==> config.mk <==
export PLATFORM = sky130hd
export DESIGN_NAME = vga_pixel_sink
export DESIGN_NICKNAME = d
export VERILOG_FILES = /design/src/rtl/vga_params_pkg.sv /design/src/rtl/sync_fifo.sv /design/src/rtl/vga_pixel_sink.sv
export SDC_FILE = /design/constraint.sdc
export NUM_CORES = 1
export LEC_CHECK = 0
export BUFFER_PORTS_ARGS = -buffer_cell sky130_fd_sc_hd__buf_4
export CAP_MARGIN = 0
export CELL_PAD_IN_SITES_DETAIL_PLACEMENT = 1
export CELL_PAD_IN_SITES_GLOBAL_PLACEMENT = 2
export CORE_MARGIN = 2
export CORE_UTILIZATION = 40
export CTS_CLUSTER_DIAMETER = 80
export CTS_CLUSTER_SIZE = 10
export DETAILED_ROUTE_END_ITERATION = 16
export PLACE_DENSITY_LB_ADDON = 0.1
export SLEW_MARGIN = 40
export SYNTH_ARGS = -nofsm -noshare
export SYNTH_HDL_FRONTEND = slang
export SYNTH_SLANG_ARGS = --single-unit
==> constraint.sdc <==
create_clock -name i_clock -period 11.87 [get_ports i_clock]
set_input_delay 1.187 -clock i_clock [delete_from_list [all_inputs] [get_ports i_clock]]
set_output_delay 1.187 -clock i_clock [all_outputs]
set_load 0.01 [all_outputs]
==> src/rtl/vga_params_pkg.sv <==
// Screen geometry, pixel-entry layout and address helpers shared by the screen
// generators and the pixel sink.
package vga_params;

    localparam int WIDTH    = 320;
    localparam int HEIGHT   = 240;
    localparam int COLOUR_W = 3;
    localparam int X_W      = 9;
    localparam int Y_W      = 8;
    localparam int IN_X_W   = 9;
    localparam int IN_Y_W   = 9;
    localparam int ADDR_W   = 17;
    localparam int DEPTH    = 8;
    localparam int CLIP_W   = 16;

    typedef struct packed {
        logic                clip;
        logic                last;
        logic [COLOUR_W-1:0] colour;
        logic [IN_Y_W-1:0]   y;
        logic [IN_X_W-1:0]   x;
    } pix_entry_t;

    localparam int ENTRY_W = $bits(pix_entry_t);

    function automatic logic is_clipped(input logic [IN_X_W-1:0] x, input logic [IN_Y_W-1:0] y);
        return (x >= IN_X_W'(WIDTH)) || (y >= IN_Y_W'(HEIGHT));
    endfunction

    function automatic logic [ADDR_W-1:0] pix_addr(input logic [IN_X_W-1:0] x, input logic [IN_Y_W-1:0] y);
        return (ADDR_W'(y) * ADDR_W'(WIDTH)) + ADDR_W'(x);
    endfunction

endpackage

==> src/rtl/sync_fifo.sv <==
// Single-clock FIFO with registered occupancy; the head entry is visible
// combinationally on o_data whenever o_empty is low.
module sync_fifo #(
    parameter int WIDTH_BITS = 8,
    parameter int DEPTH      = 8
) (
    input  logic                     i_clock,
    input  logic                     i_reset,
    input  logic                     i_push,
    input  logic [WIDTH_BITS-1:0]    i_data,
    input  logic                     i_pop,
    output logic [WIDTH_BITS-1:0]    o_data,
    output logic                     o_full,
    output logic                     o_empty,
    output logic [$clog2(DEPTH):0]   o_count
);

    localparam int PTR_W   = $clog2(DEPTH);
    localparam int COUNT_W = PTR_W + 1;

    logic [WIDTH_BITS-1:0] r_mem [DEPTH];
    logic [PTR_W-1:0]      r_wr_ptr;
    logic [PTR_W-1:0]      r_rd_ptr;
    logic [COUNT_W-1:0]    r_count;
    logic                  w_do_push;
    logic                  w_do_pop;

    assign o_full    = (r_count == COUNT_W'(DEPTH));
    assign o_empty   = (r_count == COUNT_W'(0));
    assign o_count   = r_count;
    assign o_data    = r_mem[r_rd_ptr];
    assign w_do_push = i_push && !o_full;
    assign w_do_pop  = i_pop && !o_empty;

    // Storage array; flushing is done through the pointers, so no reset here.
    always_ff @(posedge i_clock) begin
        if (w_do_push) begin
            r_mem[r_wr_ptr] <= i_data;
        end
    end

    // Pointers wrap naturally since DEPTH is a power of two.
    always_ff @(posedge i_clock or posedge i_reset) begin
        if (i_reset) begin
            r_wr_ptr <= PTR_W'(0);
            r_rd_ptr <= PTR_W'(0);
            r_count  <= COUNT_W'(0);
        end else begin
            if (w_do_push) begin
                r_wr_ptr <= r_wr_ptr + PTR_W'(1);
            end
            if (w_do_pop) begin
                r_rd_ptr <= r_rd_ptr + PTR_W'(1);
            end
            case ({w_do_push, w_do_pop})
                2'b10:   r_count <= r_count + COUNT_W'(1);
                2'b01:   r_count <= r_count - COUNT_W'(1);
                default: r_count <= r_count;
            endcase
        end
    end

endmodule

==> src/rtl/vga_pixel_sink.sv <==
// Pixel-stream sink: buffers (x, y, colour, last), drops off-screen pixels and
// presents on-screen ones to the VGA adapter with a precomputed frame-buffer address.
module vga_pixel_sink
    import vga_params::*;
(
    input  logic                i_clock,
    input  logic                i_reset,
    input  logic                i_in_valid,
    output logic                o_in_ready,
    input  logic [IN_X_W-1:0]   i_in_x,
    input  logic [IN_Y_W-1:0]   i_in_y,
    input  logic [COLOUR_W-1:0] i_in_colour,
    input  logic                i_in_last,
    input  logic                i_out_ready,
    output logic                o_vga_plot,
    output logic [X_W-1:0]      o_vga_x,
    output logic [Y_W-1:0]      o_vga_y,
    output logic [COLOUR_W-1:0] o_vga_colour,
    output logic [ADDR_W-1:0]   o_fb_addr,
    output logic                o_done,
    output logic [CLIP_W-1:0]   o_clip_count
);

    localparam int COUNT_W = $clog2(DEPTH) + 1;

    logic                 r_rdy_en;
    logic                 r_out_valid;
    pix_entry_t           r_out;
    logic [ADDR_W-1:0]    r_fb_addr;
    logic [CLIP_W-1:0]    r_clip_count;

    pix_entry_t           w_in_entry;
    pix_entry_t           w_head;
    logic [ENTRY_W-1:0]   w_head_bits;
    logic                 w_full;
    logic                 w_empty;
    logic [COUNT_W-1:0]   w_count;
    logic                 w_accept;
    logic                 w_retire;
    logic                 w_load;

    // Readiness comes from registered occupancy only, so a pop in the same
    // cycle never opens a slot combinationally.
    assign o_in_ready = r_rdy_en && (w_count != COUNT_W'(DEPTH));
    assign w_accept   = i_in_valid && o_in_ready;
    assign w_retire   = r_out_valid && (r_out.clip || i_out_ready);
    assign w_load     = !w_empty && (!r_out_valid || w_retire);
    assign w_head     = w_head_bits;

    // Build the entry stored for an incoming pixel.
    always_comb begin
        w_in_entry        = '0;
        w_in_entry.clip   = is_clipped(i_in_x, i_in_y);
        w_in_entry.last   = i_in_last;
        w_in_entry.colour = i_in_colour;
        w_in_entry.y      = i_in_y;
        w_in_entry.x      = i_in_x;
    end

    sync_fifo #(
        .WIDTH_BITS (ENTRY_W),
        .DEPTH      (DEPTH)
    ) u_fifo (
        .i_clock (i_clock),
        .i_reset (i_reset),
        .i_push  (w_accept && !w_full),
        .i_data  (w_in_entry),
        .i_pop   (w_load),
        .o_data  (w_head_bits),
        .o_full  (w_full),
        .o_empty (w_empty),
        .o_count (w_count)
    );

    // Input side comes up one edge after reset is released.
    always_ff @(posedge i_clock or posedge i_reset) begin
        if (i_reset) begin
            r_rdy_en <= 1'b0;
        end else begin
            r_rdy_en <= 1'b1;
        end
    end

    // Output register: refills from the FIFO head when empty or retiring.
    always_ff @(posedge i_clock or posedge i_reset) begin
        if (i_reset) begin
            r_out_valid <= 1'b0;
            r_out       <= '0;
            r_fb_addr   <= ADDR_W'(0);
        end else if (w_load) begin
            r_out_valid <= 1'b1;
            r_out       <= w_head;
            r_fb_addr   <= pix_addr(w_head.x, w_head.y);
        end else if (w_retire) begin
            r_out_valid <= 1'b0;
        end else begin
            r_out_valid <= r_out_valid;
        end
    end

    // Saturating count of accepted off-screen pixels.
    always_ff @(posedge i_clock or posedge i_reset) begin
        if (i_reset) begin
            r_clip_count <= CLIP_W'(0);
        end else if (w_accept && w_in_entry.clip && (r_clip_count != {CLIP_W{1'b1}})) begin
            r_clip_count <= r_clip_count + CLIP_W'(1);
        end else begin
            r_clip_count <= r_clip_count;
        end
    end

    assign o_vga_plot   = r_out_valid && !r_out.clip;
    assign o_vga_x      = r_out.x;
    assign o_vga_y      = r_out.y[Y_W-1:0];
    assign o_vga_colour = r_out.colour;
    assign o_fb_addr    = r_fb_addr;
    assign o_done       = w_retire && r_out.last;
    assign o_clip_count = r_clip_count;

endmodule
==> results.md <==
* Status: finished, final reports clean
* Final non-filler cell area at 0.0121 mm2
* Synth area leader: edfxtp_1
* Routed Wire Length at 22.1 mm
* Hold buffer count at CTS at 0
* Die area at 0.0271 mm2
* Initial core utilization at 0.409
* Final setup viols at 0
* Fill cell count at 2,420
* Yosys cell types at 55
* Setup Skew at 0.0113 ns
* WP data required at 12.27 ns
* Post-synth ARST share at 0.249
* Wire per inst at 21.0 um
* DR vias at 5,453
* H-Tree Depth at 1
* Initial drt markers at 341
* Initial antenna violation count at 0
* Synthesis warning total at 0
* Tcrit/Tclk final at 0.368
* Cells after Synth at 628
* RePlAce Congestion at 0.719
* Clk buf depth at 3
* Seq cells post-synth at 245
* Power Dens Cells at 291 mW/mm2
* TritonRoute pass-1 iters at 4
* Reg clk slew, reported paths at 0.06 ns
* Core Area at 0.0253 mm2
* Die width at 165 um
* I/O Pins at 82
* Input/output buffers at 81
* Setup Fix Bufs, Post-CTS at 0
* Vias per cell at 5.18
* CP most frequent cell: ha_1
* Setup TNS Final at 0 ns
* Avg Inst Size Synth at 16.4 um2
* Largest delay contributor family on the critical path: multiplexers
* Remaining global-route overflow at 0
* Critical-path maximum fanout at 29
* Vias in the first global route at 6,012
* Final hold violations at 0
* DRC viols at 0
* CTS tree: built
* Share of cells above drive strength 1 at 0.277
* Hold Crit Class: reg -> reg
* Post-Syn Nets at 680
* Number of synthesized flops with an enable pin at 184
* Total CTS buffers at 28
* Clock root cell: clkbuf_16
* Gr usage total at 0.171
* Max transition margin at 0.507
* Mapped Area at 0.0103 mm2
* Final #Nets at 755
* Area grow syn2layout at 16.9%
* Post-synth top flop: edfxtp_1
* Measured slew at the worst slew-check pin at 0.739 ns
* First-pass GRT wire length at 34.7 mm
* Peak VDD IR at 0.142 mV
* Clock sink total at 245
* Critical-path top delay cell: dfrtp_2
* Fmax at 229 MHz
* Clock Latency Late Sink at 0.55 ns
* Worst path cell trace: buf_4, mux4_2, mux2_2, ha_1, ha_1, o21ai_0, or2_1, a311oi_1, nor4_1, xnor3_1, o21ai_1
* Leakage power at 4.40 nW
* Detail Placement HPWL at 14.0 mm
* Slew Limit Fails at 0
* Arr. time, crit path at 4.77 ns
* Worst path buffer plus inverter count at 1
* Ant diodes at 0
* Top cells by area, synth: edfxtp_1 (54%), dfrtp_1 (15%), mux4_2 (10%)
* Detail Route Antenna Nets at 0
* CP Capture Type: register
* Crit-path max cell delay at 0.81 ns
* Register area share after synthesis at 0.683
* Max_cap viols at 0
* RSZ-0062 raised after global routing: false
* Placement Cell Area at 0.0113 mm2
* Top-area cell type share of the netlist area at 0.535
* Die H at 165 um
* Row count at 58
* Startpoint types: register
* Min cycle time layout at 4.37 ns
* Crit Path Class: reg -> reg
* Post-CTS sizing at 0
* Largest net degree at the start of global routing at 62
state kept, by name, indices dropped and copies added, names as in the netlist:
| name | count |
|---|---|
| o_fb_addr | 11 |
| o_vga_colour | 3 |
| u_fifo.r_rd_ptr | 3 |
| o_vga_y | 8 |
| o_clip_count | 16 |
| u_fifo.o_count | 4 |
| u_fifo.r_wr_ptr | 3 |
| u_fifo.r_mem | 184 |
| r_out_valid | 1 |
| o_vga_x | 9 |
| r_out | 2 |
| r_rdy_en | 1 |
placed cells by master (no fill, tap or decap), types with 3 or more instances in the layout:
cell type / count
o21ai_1: 6
o21ai_0: 6
nand2b_1: 4
xor2_1: 13
inv_1: 12
buf_4: 88
ha_1: 23
nor2_4: 3
inv_2: 3
nor2_1: 31
dfrtp_1: 58
mux2i_1: 14
mux4_2: 46
nor4_1: 3
a21oi_1: 18
edfxtp_1: 184
nor3_2: 5
nor3_1: 4
mux2_2: 10
nand3_1: 6
nand2_1: 63
clkbuf_16: 28
nand4_1: 3
fa_1: 3
xnor2_1: 20
clkbuf_1: 20
a211oi_1: 3
where the power goes:
group	switching [mW]	total (mW)	internal (mW)
logic	0.809	1.53	0.722
registers	0.133	1.21	1.08
clock network	0.324	0.766	0.442
worst reg2reg max path, cell delays in order (launching register included):
cell,delay (ns)
dfrtp_2,0.81
buf_4,0.64
mux4_2,0.59
mux2_2,0.34
ha_1,0.30
ha_1,0.38
o21ai_0,0.13
or2_1,0.25
a311oi_1,0.42
nor4_1,0.10
xnor3_1,0.21
o21ai_1,0.06
routing by layer:
layer	vias to the layer above	part of all wire	GRT usage
met5	-	0	0
met2	136	0.49	0.287
met1	2789	0.44	0.235
met3	39	0.054	0.0261
met4	0	0.020	0.0407
li1	2489	-	-
area by class of cell:
type | count | area [um2] | area share
inverter | 16 | 60.1 | 0.00498
timing repair buffer | 92 | 742 | 0.0615
multi-input combinational | 320 | 2980 | 0.247
sequential | 245 | 7060 | 0.585
tap | 330 | 413 | 0.0342
clock buffer | 48 | 776 | 0.0643
clock inverter | 2 | 37.5 | 0.00311
path summary, 6_finish.rpt:
path | startpoint | endpoint | slack (ns) | cells after the start
min reg2reg | o_vga_y[3]$_DFFE_PP0P_ | o_vga_y[3]$_DFFE_PP0P_ | 0.48 | 2
max | u_fifo.r_rd_ptr[0]$_DFFE_PP0P_ | o_fb_addr[16]$_DFFE_PP0P_ | 7.50 | 11
min | o_vga_y[3]$_DFFE_PP0P_ | o_vga_y[3]$_DFFE_PP0P_ | 0.48 | 2
max in group asynchronous | i_reset | u_fifo.r_rd_ptr[2]$_DFFE_PP0P_ | 10.63 | 3
min in group asynchronous | i_reset | o_vga_y[0]$_DFFE_PP0P_ | 0.80 | 3
max reg2reg | u_fifo.r_rd_ptr[0]$_DFFE_PP0P_ | o_fb_addr[16]$_DFFE_PP0P_ | 7.50 | 11
logic make-up after synthesis:
logic type,synth area share
other cells,0.000363
xor+xnor,0.0302
flops,0.683
mux,0.127
fa+ha+maj,0.0337
simple gates,0.0637
compound gates,0.0288
buf+inv,0.0332
cell usage after synthesis, types with 3 or more instances:
| master | n |
|---|---|
| mux4_2 | 46 |
| xor2_1 | 13 |
| mux2_2 | 10 |
| buf_4 | 26 |
| fa_1 | 3 |
| inv_1 | 13 |
| nor4_1 | 4 |
| edfxtp_1 | 184 |
| xnor2_1 | 20 |
| dfrtp_1 | 61 |
| mux2i_1 | 14 |
| nor2_1 | 34 |
| a211oi_1 | 3 |
| nor3_1 | 8 |
| o21ai_1 | 6 |
| nand2b_1 | 5 |
| clkbuf_1 | 13 |
| nand3_1 | 6 |
| buf_2 | 7 |
| a21oi_1 | 18 |
| nand2_1 | 63 |
| o21ai_0 | 6 |
| nand4_1 | 3 |
| ha_1 | 23 |
stage by stage:
step           instances  utilization  power, mW  worst slack [ns]  hold WS, ns
2_1_floorplan        628            -       2.36              7.43        0.447
5_1_grt             1053        0.478       3.79              7.04        0.513
3_3_place_gp        1000        0.443       2.76              7.47        0.462
3_5_place_dp        1003        0.446       2.79              7.39        0.470
4_1_cts             1053        0.478       3.57              7.38        0.484
6_report            1053        0.478       3.51              7.50        0.481
Note: power is estimated with default switching activity, not from simulation.
